File: config.mk
export PLATFORM = sky130hd
export DESIGN_NAME = nibble_serial_subtractor
export DESIGN_NICKNAME = d
export VERILOG_FILES = /design/src/rtl/nibble_serial_subtractor.sv
export SDC_FILE = /design/constraint.sdc
export NUM_CORES = 1
export LEC_CHECK = 0
export CAP_MARGIN = 20
export CORE_UTILIZATION = 52
export DETAILED_ROUTE_END_ITERATION = 8
export HOLD_SLACK_MARGIN = 0.05
export PLACE_DENSITY = 0.9
export SETUP_SLACK_MARGIN = 0.1
export SLEW_MARGIN = 20
export SYNTH_ARGS = -nofsm -noshare
export SYNTH_HDL_FRONTEND = slang
export SYNTH_SLANG_ARGS = --single-unit
File: constraint.sdc
create_clock -name clk -period 2.8 [get_ports clk]
set_input_delay 0.56 -clock clk [delete_from_list [all_inputs] [get_ports clk]]
set_output_delay 0.56 -clock clk [all_outputs]
set_load 0.01 [all_outputs]
File: src/rtl/nibble_serial_subtractor.sv
// ============================================================================
// Module   : nibble_serial_subtractor
// Brief    : WIDTH-bit subtractor, one borrow-lookahead nibble per clock.
// Revision : 1.0
// ============================================================================
`default_nettype none

module nibble_serial_subtractor #(
    parameter int WIDTH = 32
) (
    input  logic             clk,
    input  logic             rst,
    input  logic             start,
    input  logic [WIDTH-1:0] in1,
    input  logic [WIDTH-1:0] in2,
    input  logic             b_in,
    output logic             busy,
    output logic             done,
    output logic [WIDTH-1:0] diff,
    output logic             b_out,
    output logic             overflow,
    output logic             zero
);

    localparam int NIBBLES = WIDTH / 4;
    localparam int IW      = (NIBBLES > 1) ? $clog2(NIBBLES) : 1;
    localparam logic [IW-1:0] c_LAST = IW'(NIBBLES - 1);

    localparam logic [0:0] c_IDLE = 1'b0;
    localparam logic [0:0] c_RUN  = 1'b1;

    logic [0:0]       r_state;
    logic [0:0]       w_next_state;
    logic [WIDTH-1:0] r_a;
    logic [WIDTH-1:0] r_b;
    logic [WIDTH-1:0] r_part;
    logic             r_borrow;
    logic [IW-1:0]    r_idx;
    logic             r_done;
    logic [WIDTH-1:0] r_diff;
    logic             r_b_out;
    logic             r_overflow;
    logic             r_zero;

    logic [3:0]       w_a;
    logic [3:0]       w_b;
    logic [3:0]       w_p;
    logic [3:0]       w_g;
    logic [4:0]       w_bor;
    logic [3:0]       w_d;
    logic             w_last;
    logic [WIDTH-1:0] w_result;

    // Borrow-lookahead slice on the low nibble of the shifting operand registers
    always_comb begin
        w_a      = r_a[3:0];
        w_b      = r_b[3:0];
        w_p      = ~(w_a ^ w_b);
        w_g      = ~w_a & w_b;
        w_bor[0] = r_borrow;
        w_bor[1] = w_g[0] | (w_p[0] & r_borrow);
        w_bor[2] = w_g[1] | (w_p[1] & w_g[0]) | (w_p[1] & w_p[0] & r_borrow);
        w_bor[3] = w_g[2] | (w_p[2] & w_g[1]) | (w_p[2] & w_p[1] & w_g[0])
                 | (w_p[2] & w_p[1] & w_p[0] & r_borrow);
        w_bor[4] = w_g[3] | (w_p[3] & w_g[2]) | (w_p[3] & w_p[2] & w_g[1])
                 | (w_p[3] & w_p[2] & w_p[1] & w_g[0])
                 | (w_p[3] & w_p[2] & w_p[1] & w_p[0] & r_borrow);
        w_d      = w_a ^ w_b ^ w_bor[3:0];
        w_last   = (r_idx == c_LAST);
        w_result = {w_d, r_part[WIDTH-1:4]};
    end

    always_ff @(posedge clk) begin
        if (rst) begin
            r_state <= c_IDLE;
        end else begin
            r_state <= w_next_state;
        end
    end

    always_comb begin
        w_next_state = r_state;
        case (r_state)
            c_IDLE:  if (start) w_next_state = c_RUN;
            c_RUN:   if (w_last) w_next_state = c_IDLE;
            default: w_next_state = c_IDLE;
        endcase
    end

    always_comb begin
        busy     = (r_state == c_RUN);
        done     = r_done;
        diff     = r_diff;
        b_out    = r_b_out;
        overflow = r_overflow;
        zero     = r_zero;
    end

    // Result nibbles enter at the top so nibble 0 lands at bit 0 after the last shift
    always_ff @(posedge clk) begin
        if (rst) begin
            r_a        <= '0;
            r_b        <= '0;
            r_part     <= '0;
            r_borrow   <= 1'b0;
            r_idx      <= '0;
            r_done     <= 1'b0;
            r_diff     <= '0;
            r_b_out    <= 1'b0;
            r_overflow <= 1'b0;
            r_zero     <= 1'b0;
        end else begin
            r_done <= 1'b0;
            if (r_state == c_IDLE) begin
                if (start) begin
                    r_a      <= in1;
                    r_b      <= in2;
                    r_borrow <= b_in;
                    r_idx    <= '0;
                    r_part   <= '0;
                end
            end else begin
                r_a      <= r_a >> 4;
                r_b      <= r_b >> 4;
                r_borrow <= w_bor[4];
                r_part   <= w_result;
                r_idx    <= r_idx + 1'b1;
                if (w_last) begin
                    r_idx      <= '0;
                    r_diff     <= w_result;
                    r_b_out    <= w_bor[4];
                    r_overflow <= w_bor[3] ^ w_bor[4];
                    r_zero     <= (w_result == '0);
                    r_done     <= 1'b1;
                end
            end
        end
    end

endmodule

`default_nettype wire

# == Word level (Yosys, flattened, before mapping) ==
# Cells that the tools add are included.
# totals
ff_bits,137
in_bits,68
out_inout_bits,37
# classes
n_addsub,1
eq_ne,1
n_mux,15
bitwise_logic,33
n_reduce_logical,5
# op_table
operator,n
2-to-1 mux 28 bit,4
2-to-1 mux 32 bit,2
zero test 32 bit,1
AND 1 bit,16
bitwise OR 1 bit,10
2-to-1 mux 3 bit,3
inverter 4 bit,2
bitwise XOR 4 bit,2
2-to-1 mux 1 bit,5
AND 4 bit,1
OR reduction 2 bit,2
adder 3 x 1 -> 3 bit (second input constant),1
equality test 3 bit (second input constant),1
one-hot mux 1 bit (2 select lines),1
AND reduction 2 bit,1
nonzero test 2 bit,1
inverter 1 bit,1
bitwise XOR 1 bit,1

# == Logic depth before layout (Yosys ltp) ==
# logic_depth
depth_word,8
mapped_depth,7
depth_no_buf,6

# == Worst setup path before layout ==
# OpenSTA, ideal clock, no wires.
# synth_timing
path_type,reg2reg
from,register r_b[0]
to,"register r_zero, in the netlist zero"
t_arrival_ns,1.977
t_required_ns,2.716
path_slack_ns,0.739
stages_incl_launch_ff,7
n_path_buf,0
path_cell_list,dfxtp_1 -> inv_1 -> fa_1 -> xor2_1 -> or4_1 -> or4_1 -> o31ai_2
# synth_via
elab_chain_cells,7
# synth_rtl
item,line,rtl
start: declaration,35,logic [WIDTH-1:0] r_b;
start signal: assignment,117,r_b <= in2;
start signal: assignment,124,r_b <= r_b >> 4;
bitwise XOR 4 bit,"58, 68",
inverter 4 bit,58,w_p = ~(w_a ^ w_b);
AND 1 bit (on tied branches) (2 in a row),"62, 64",
bitwise OR 1 bit (on tied branches),"62, 64",
bitwise XOR 4 bit (*),68,w_d = w_a ^ w_b ^ w_bor[3:0];
zero test 32 bit (*),133,r_zero <= (w_result == '0);
end signal: assignment,133,
end: declaration,43,logic r_zero;
# Every way passes the cells marked *; elsewhere a longest branch is shown, timed or not.
# A chain may end at the register's enable or synchronous reset.

# == Worst setup path after layout ==
# layout_timing
from,"register r_state, in the netlist busy"
to,output busy
# layout_lines
item,line,rtl
start: declaration,32,logic [0:0] r_state;
start signal: assignment,75,r_state <= c_IDLE;
start signal: assignment,77,r_state <= w_next_state;
end: declaration,17,"output logic busy,"
# No word-level cell between the ends.

==> impl_metrics.tcl <==
set metrics [dict create \
    finClkSkew_ns 0.0125 \
    peakVddDrop_mv 0.570 \
    path_clk_slew_ns 0.06 \
    yosysSeqAreaShare 0.488 \
    num_rows 37 \
    dieHeight_um 104 \
    cts.sinks 133 \
    mostFrequentLayoutCells "nor2_1, dfxtp_1, clkdlybuf4s50_1" \
    postCtsSetupBuffers 0 \
    crit_path_cell_trace "clkdlybuf4s50_1" \
    power_density_nw_per_um2 655 \
    start_util 0.533 \
    antenna_cells 0 \
    layout-drive-gt1-share 0.0695 \
    wl_per_cell_um 15.0 \
    switchingPower_mw 1.18 \
    worstSetupPathType "register to output pin" \
    ys_ff_latch 133 \
    reg2regPathDepth 6 \
    antenna_found_initial 0 \
    min_path_type "input pin to register" \
    maxCapViolations 0 \
    grt_overflow_total 0 \
    layout_commonest_cell "nor2_1" \
    min_from "rst" \
    synthToLayoutAreaGrowth_pct 30.7 \
    p_int_mw 3.50 \
    ant_nets 0 \
    finalCriticalPeriod_ns 2.32 \
    crit_required_ns 2.24 \
    r2r_setup_slack_ns 0.52 \
    avgSynthCellArea_um2 8.92 \
    period_share 0.827 \
    ios 105 \
    rsz0062_at_grt "no" \
    fmaxAchievable_mhz 432 \
    cts_hold_buf 0 \
    vias 4594 \
    synthArstFlopShare 0 \
    synth.distinct_cells 37 \
    min_to "r_a[9]" \
    tritoncts "yes" \
    seq_power_share 0.430 \
    cp_num_cells 1 \
    synth.largest_area_cell "dfxtp_1" \
    slew_viol_final 0 \
    first_iter_violations 266 \
    firstDrtPassIters 7 \
    ys.warnings.count 0 \
    cp_slowest_stage_delay_ns 0.63 \
    rr_endpoint "zero" \
    grt_pass1_wl_um 20700 \
    nNetsFinal 768 \
    core_um2 10200 \
    clk_latency_ns 0.51 \
    worst-path-buf-inv 1 \
    slew-limit-headroom 0.618 \
    p_leak_nw 2.92 \
    grt_usage 0.238 \
    worstPathMaxFanout 41 \
    synthTopCellsByArea "dfxtp_1, mux2i_1, nor2_1" \
    tns_ns 0 \
    synth_edf_count 0 \
    clkPwrFrac 0.470 \
    hold_depth 2 \
    yosys.area.top_type_share 0.488 \
    syn_area_um2 5460 \
    crit_family "buffers and inverters" \
    drc_errors 0 \
    power.share.combinational 0.100 \
    syn_nets 688 \
    htreeDepth 4 \
    cts_resized 0 \
    setup_viol 0 \
    avgViaCountPerCell 5.46 \
    swShare 0.252 \
    worstSetupStartpointType "register" \
    port_buffers 104 \
    r2r_start "r_borrow" \
    gp_congestion 0.837 \
    cts-buffers-inserted 17 \
    design_area_um2 7140 \
    critPathArrivalTime_ns 1.76 \
    syn_inst 612 \
    tightest_slew_ns 0.568 \
    clock-root-buffer "clkbuf_8" \
    end_kind "output pin" \
    status "finished, final reports clean" \
    grt_max_degree 142 \
    dpl_cell_area_um2 6540 \
    critical-path-slowest-cell "clkdlybuf4s50_1" \
    finalHoldViolCount 0 \
    wirelength_um 12700 \
    hpwl_um 8280 \
    grt_pass1_vias 4315 \
    dieArea_um2 10900 \
    die_x_um 104 \
    cts_buffer_depth 2 \
    synth_top_flop_cell "dfxtp_1" \
]
flip-flops by register name, indices dropped and copies added, names as in the netlist:
name and cells:
zero 1, busy 1, diff 32, r_part 28
r_a 32, r_borrow 1, done 1, r_idx 3
overflow 1, b_out 1, r_b 32
cell type report:
class / instances / area [um^2]
tap: 136 / 170
timing repair buffer: 110 / 1100
inverter: 7 / 26.3
sequential: 133 / 2670
fill: 740 / 3100
clock inverter: 14 / 164
clock buffer: 18 / 428
multi-input combinational: 423 / 2580
power by group through the flow:
stage          logic, mW  clock network [mW]  registers [mW]
3_5_place_dp       0.460                   0            2.05
2_1_floorplan      0.314                   0            2.03
3_3_place_gp       0.439                   0            2.05
6_report           0.467                2.20            2.01
5_1_grt            0.514                2.33            2.02
4_1_cts            0.466                2.22            2.01
cell usage after synthesis (all sizes together) (2+ instances only):
library cell and instances:
mux2i 64, nand3 2, inv 7, o21ai 3, ha 7, or2 3, a22o 32, nor3 4
nor2 154, nor4 6, nor3b 29, buf 14, clkbuf 35, and3 2, dfxtp 133, or4 2
a21oi 92, a211oi 2, nand2 7
metal layers:
metal | routed length [um] | global-route usage | up-vias
met5 | 0 | 0 | -
met4 | 266 | 0.0878 | 0
met3 | 748 | 0.0576 | 22
met2 | 6240 | 0.408 | 169
met1 | 5400 | 0.289 | 2113
li1 | - | - | 2290
worst max path at each step:
stage,start,end
after floorplan,r_b[0],zero
after global placement,r_b[0],zero
after detailed placement,r_borrow,zero
after CTS,busy,busy
after global routing,busy,busy
final,busy,busy
logic make-up (layout without fill, tap and decap cells):
logic type,count (synthesis),count (layout),synth area share
XOR/XNOR,1,1,0.00161
adder cells (fa/ha/maj),8,8,0.0197
AO/OA/AOI/OAI,135,135,0.151
buffers and inverters,56,149,0.0406
AND/OR/NAND/NOR,214,214,0.180
multiplexers,65,65,0.119
flip-flops,133,133,0.488
metrics by stage:
step,instances,power (mW),worst slack (ns),hold WS (ns),util
6_report,841,4.68,0.485,0.476,0.697
5_1_grt,841,4.86,0.412,0.465,0.697
4_1_cts,841,4.70,0.477,0.450,0.697
3_5_place_dp,809,2.51,0.577,0.466,0.640
3_3_place_gp,809,2.49,0.694,0.461,0.640
2_1_floorplan,612,2.34,0.739,0.452,-
Power figures use the tool's default switching activity.
